File: src/rtl/id_exe_reg_pkg.sv
// Shared constants for the ID/EXE pipeline register.
// ALU opcodes, bubble values and default widths.
package id_exe_reg_pkg;

    localparam int DATA_W_DEF = 32;
    localparam int REG_AW_DEF = 5;
    localparam int CNT_W_DEF  = 16;

    localparam logic [3:0] EXE_ADD = 4'b0000;
    localparam logic [3:0] EXE_SUB = 4'b0010;
    localparam logic [3:0] EXE_AND = 4'b0100;
    localparam logic [3:0] EXE_OR  = 4'b0101;
    localparam logic [3:0] EXE_NOR = 4'b0110;
    localparam logic [3:0] EXE_XOR = 4'b0111;
    localparam logic [3:0] EXE_SLL = 4'b1000;
    localparam logic [3:0] EXE_SRA = 4'b1001;
    localparam logic [3:0] EXE_SRL = 4'b1010;

    // A bubble is an all-zero slot: ADD with nothing enabled.
    localparam logic [3:0] EXE_NOP = EXE_ADD;
    localparam logic       NOP_VALID = 1'b0;
    localparam logic       NOP_EN    = 1'b0;

endpackage

File: src/rtl/id_exe_reg_sat_counter.sv
// Saturating up-counter with async reset and sync clear.
// Clear takes priority over increment.
module sat_counter #(
    parameter int W = 16
) (
    input  logic         clk,
    input  logic         rst,
    input  logic         clr,
    input  logic         inc,
    output logic [W-1:0] cnt
);

    logic [W-1:0] r_cnt;
    logic         w_full;

    assign w_full = &r_cnt;
    assign cnt    = r_cnt;

    always_ff @(posedge clk or posedge rst) begin
        if (rst) begin
            r_cnt <= '0;
        end else if (clr) begin
            r_cnt <= '0;
        end else if (inc && !w_full) begin
            r_cnt <= r_cnt + 1'b1;
        end
    end

endmodule

File: src/rtl/id_exe_reg.sv
// ID/EXE pipeline register with freeze, flush-to-bubble
// and saturating stall/kill performance counters.
module id_exe_reg
    import id_exe_reg_pkg::*;
#(
    parameter int DATA_W = DATA_W_DEF,
    parameter int REG_AW = REG_AW_DEF,
    parameter int CNT_W  = CNT_W_DEF
) (
    input  logic              clk,
    input  logic              rst,
    input  logic              freeze,
    input  logic              flush,
    input  logic              clr_cnt,
    input  logic              valid_in,
    input  logic              wb_en_in,
    input  logic              mem_r_en_in,
    input  logic              mem_w_en_in,
    input  logic [3:0]        exe_cmd_in,
    input  logic [DATA_W-1:0] pc_in,
    input  logic [DATA_W-1:0] val1_in,
    input  logic [DATA_W-1:0] val2_in,
    input  logic [DATA_W-1:0] st_val_in,
    input  logic [REG_AW-1:0] src1_in,
    input  logic [REG_AW-1:0] src2_in,
    input  logic [REG_AW-1:0] dest_in,
    output logic              valid_out,
    output logic              wb_en_out,
    output logic              mem_r_en_out,
    output logic              mem_w_en_out,
    output logic [3:0]        exe_cmd_out,
    output logic [DATA_W-1:0] pc_out,
    output logic [DATA_W-1:0] val1_out,
    output logic [DATA_W-1:0] val2_out,
    output logic [DATA_W-1:0] st_val_out,
    output logic [REG_AW-1:0] src1_out,
    output logic [REG_AW-1:0] src2_out,
    output logic [REG_AW-1:0] dest_out,
    output logic [CNT_W-1:0]  stall_cnt,
    output logic [CNT_W-1:0]  kill_cnt
);

    logic              r_valid;
    logic              r_wb_en;
    logic              r_mem_r_en;
    logic              r_mem_w_en;
    logic [3:0]        r_exe_cmd;
    logic [DATA_W-1:0] r_pc;
    logic [DATA_W-1:0] r_val1;
    logic [DATA_W-1:0] r_val2;
    logic [DATA_W-1:0] r_st_val;
    logic [REG_AW-1:0] r_src1;
    logic [REG_AW-1:0] r_src2;
    logic [REG_AW-1:0] r_dest;

    logic w_stall_inc;
    logic w_kill_inc;

    assign w_stall_inc = freeze && !flush;
    assign w_kill_inc  = flush && r_valid;

    always_ff @(posedge clk or posedge rst) begin
        if (rst) begin
            r_valid    <= NOP_VALID;
            r_wb_en    <= NOP_EN;
            r_mem_r_en <= NOP_EN;
            r_mem_w_en <= NOP_EN;
            r_exe_cmd  <= EXE_NOP;
            r_pc       <= '0;
            r_val1     <= '0;
            r_val2     <= '0;
            r_st_val   <= '0;
            r_src1     <= '0;
            r_src2     <= '0;
            r_dest     <= '0;
        end else if (flush) begin
            r_valid    <= NOP_VALID;
            r_wb_en    <= NOP_EN;
            r_mem_r_en <= NOP_EN;
            r_mem_w_en <= NOP_EN;
            r_exe_cmd  <= EXE_NOP;
            r_pc       <= '0;
            r_val1     <= '0;
            r_val2     <= '0;
            r_st_val   <= '0;
            r_src1     <= '0;
            r_src2     <= '0;
            r_dest     <= '0;
        end else if (!freeze) begin
            // Enables are masked so a non-valid slot never writes anything.
            r_valid    <= valid_in;
            r_wb_en    <= valid_in && wb_en_in;
            r_mem_r_en <= valid_in && mem_r_en_in;
            r_mem_w_en <= valid_in && mem_w_en_in;
            r_exe_cmd  <= exe_cmd_in;
            r_pc       <= pc_in;
            r_val1     <= val1_in;
            r_val2     <= val2_in;
            r_st_val   <= st_val_in;
            r_src1     <= src1_in;
            r_src2     <= src2_in;
            r_dest     <= dest_in;
        end
    end

    assign valid_out    = r_valid;
    assign wb_en_out    = r_wb_en;
    assign mem_r_en_out = r_mem_r_en;
    assign mem_w_en_out = r_mem_w_en;
    assign exe_cmd_out  = r_exe_cmd;
    assign pc_out       = r_pc;
    assign val1_out     = r_val1;
    assign val2_out     = r_val2;
    assign st_val_out   = r_st_val;
    assign src1_out     = r_src1;
    assign src2_out     = r_src2;
    assign dest_out     = r_dest;

    sat_counter #(.W(CNT_W)) u_stall_cnt (
        .clk (clk),
        .rst (rst),
        .clr (clr_cnt),
        .inc (w_stall_inc),
        .cnt (stall_cnt)
    );

    sat_counter #(.W(CNT_W)) u_kill_cnt (
        .clk (clk),
        .rst (rst),
        .clr (clr_cnt),
        .inc (w_kill_inc),
        .cnt (kill_cnt)
    );

endmodule

File: config.mk
export PLATFORM = sky130hd
export DESIGN_NAME = id_exe_reg
export DESIGN_NICKNAME = d
export VERILOG_FILES = /design/src/rtl/id_exe_reg_pkg.sv /design/src/rtl/id_exe_reg_sat_counter.sv /design/src/rtl/id_exe_reg.sv
export SDC_FILE = /design/constraint.sdc
export NUM_CORES = 1
export LEC_CHECK = 0
export ABC_AREA = 0
export CAP_MARGIN = 20
export CORE_MARGIN = 1
export CORE_UTILIZATION = 30
export DETAILED_ROUTE_END_ITERATION = 6
export PLACE_DENSITY = 0.67
export REMOVE_ABC_BUFFERS = 1
export SYNTH_ARGS = -nofsm -noshare
export SYNTH_HDL_FRONTEND = slang
export SYNTH_SLANG_ARGS = --single-unit
File: constraint.sdc
create_clock -name clk -period 19.3 [get_ports clk]
set_input_delay 3.86 -clock clk [delete_from_list [all_inputs] [get_ports clk]]
set_output_delay 3.86 -clock clk [all_outputs]
set_load 0.05 [all_outputs]
==> out/qor.csv <==
metric;value;unit
RSZ-0062 raised after global routing;false;
kind of critical path;flip-flop to primary output;
worst hold margin;519.1;ps
leading register cell type out of synthesis;dfrtp_1;
worst endpoint required time;15440;ps
Resized Gates After CTS;0;
fin crit period;5625;ps
Final setup viols;0;
Sw Ratio;30.62;%
post-DR vias/cell;4.734;
worst skew pair latency;420;ps
Leak;0.005427;uW
Netlist cell types;38;
Setup TNS;0;ps
Area contributors post-synth;dfrtp_1 (59%), mux2i_1 (19%), nor2_1 (7.8%), a21oi_1 (1.9%), clkbuf_1 (1.3%);
Routed Antenna Nets;0;
DRC errors left;0;
fill cell count;2414;
die area;0.02670;sq mm
Setup crit start kind;flip-flop;
DIE WIDTH;163.4;microns
htree depth;4;
Flop pwr share;42.7;%
placed instance area;0.01150;sq mm
crit path max fanout;8;
synthesized area per cell;11.39;sq um
Syn Inst Count;686;
FFs w/ async S/R, synth;100.0;%
Ys Warns;0;
crit path DAT;1760;ps
Num CTS Buffers;17;
crit path buf inv count;1;
Top Ports;339;
Power Dens Cells;79.60;mW/mm^2
power share of the combinational group;19.7;%
Least-Margin Pin Slew;1019;ps
final hold viol count;0;
Crit. End Element;primary output;
Clock Skews;4.420;ps
first-pass GRT wire length;34730;microns
most instantiated cells after synthesis;dfrtp_1 (183), nor2_1 (163), mux2i_1 (149);
P_int;669.2;uW
routability cong.;0.7722;
Final Power;964.5;uW
Pins Over Slew Limit;0;
hold crit path type;flip-flop to flip-flop;
switching power;295.3;uW
gr ovfl total;0;
count leader, synth;dfrtp_1;
largest net degree at the start of global routing;85;
Tot GR Track Use;16.72;%
Vias;6401;
maximum root-to-sink buffer count;2;
EDFF count, synth;0;
slowest CP cell;clkdlybuf4s50_1;
clock power share;37.6;%
vias in the first global route;6285;
Final Net Count;1167;
post-route cell area;0.01212;sq mm
CTS sink cnt;183;
drt pass-1 iters;4;
DP HPWL;15510;microns
CP Cell Sequence;clkdlybuf4s50_1;
status;finished clean;
MaxCap Viol Count;0;
antenna cell count;0;
antenna violations before repair;0;
cell area after synthesis;0.007816;sq mm
crit share post-route;29.14;%
num rows;58;
Initial Util;30.77;%
die height;163.4;microns
relative slew slack;31.32;%
slowest stage delay, CP;860;ps
peak supply drop;55.38;uV
Core Area;0.02540;sq mm
layout cells sized above 1;5.088;%
CTS Hold Bufs;0;
Achievable Freq;0.1778;GHz
cell taking the most area after synthesis;dfrtp_1;
Synth top area share;58.59;%
root buffer cell;clkbuf_16;
Port Buffers;338;
CTS tree;built;
#FFs+latches synth;183;
Reg2Reg Setup Slack;16990;ps
sequential share of the synthesized area;58.59;%
clk slew on worst S/H paths;70;ps
1st-iter DRT viols;352;
Largest delay share family, worst path;buffers and inverters;
Setup Fix Bufs, Post-CTS;0;
drt wl/cell;16.51;microns
Total Wirelength;22320;microns
Layout Area Growth over Synthesis;55.02;%
==> kinds of logic after synthesis <==
family	count (synthesis)	synth area share (%)
DFF	183	58.59
buffers and inverters	41	2.097
muxes	153	19.66
and+or+nand+nor	246	14.47
AOI/OAI and AO/OA	59	4.642
adders and majority gates	2	0.3201
xor gates and xnor gates	2	0.2241
==> cells in the final DEF (no fill, tap or decap), types with 3 or more instances in the layout <==
master and count:
or3_1 12, inv_6 5, mux2_2 4, inv_8 6
dfrtp_1 183, nor2b_1 6, nand4_1 11, buf_4 7
nor2_1 163, mux2i_1 149, and3_1 3, clkbuf_16 17
a21oi_1 29, clkdlybuf4s50_1 336, nor3_1 3, or4_1 9
nand2b_1 3, o21ai_0 10, nand3_1 8, nand2_1 14
o31ai_1 12
==> final timing paths <==
path,startpoint,end,cells after the start
max in group asynchronous,rst,st_val_out[20],3
setup reg to reg,u_stall_cnt.cnt[0],u_stall_cnt.cnt[11],5
hold / removal,st_val_out[2],st_val_out[2],2
setup / recovery,valid_out,valid_out,1
min in group asynchronous,rst,st_val_out[7],2
hold reg to reg,st_val_out[2],st_val_out[2],2
==> metal layers <==
| layer | GRT usage, % | wire length, microns | share of wire, % | vias to the layer above |
|---|---|---|---|---|
| met5 | 0 | 0 | 0 | - |
| met4 | 5.480 | 399 | 1.8 | 0 |
| met3 | 5.079 | 1527 | 6.8 | 23 |
| met2 | 28.54 | 11120 | 50 | 201 |
| met1 | 19.90 | 9276 | 42 | 3144 |
| li1 | - | - | - | 3033 |
==> power groups by stage <==
stage / registers, uW / logic (uW) / clock network, uW
after floorplan: 482 / 33.7 / 0
after global placement: 418 / 191 / 0
after detailed placement: 419 / 192 / 0
after CTS: 412 / 193 / 375
after global routing: 414 / 201 / 388
final: 412 / 190 / 363
==> through the flow <==
| step | setup WS, ps | util [%] | instances |
|---|---|---|---|
| global route | 13600 | 47.70 | 1352 |
| finish | 13680 | 47.70 | 1352 |
| floorplan | 10470 | - | 646 |
| detailed placement | 13350 | 45.29 | 1320 |
| CTS | 13650 | 47.70 | 1352 |
| global placement | 13400 | 45.29 | 1320 |
==> final cells by class <==
class	count	area [sq um]	area share [%]
flip-flops and latches	183	4579	37.79
repair buffers	344	3430	28.30
multi-input cells	462	3073	25.36
clock buffers	18	439.2	3.625
well taps	330	412.9	3.408
clock inverters	14	173.9	1.435
inverters	1	8.758	0.07228
==> flip-flops by register name (all words and copies together) (netlist names) <==
name,flops
st_val_out,32
valid_out,1
pc_out,32
u_kill_cnt.cnt,16
mem_r_en_out,1
src1_out,5
src2_out,5
val1_out,32
dest_out,5
mem_w_en_out,1
val2_out,32
exe_cmd_out,4
u_stall_cnt.cnt,16
wb_en_out,1
(Power assumes the default switching activity.)
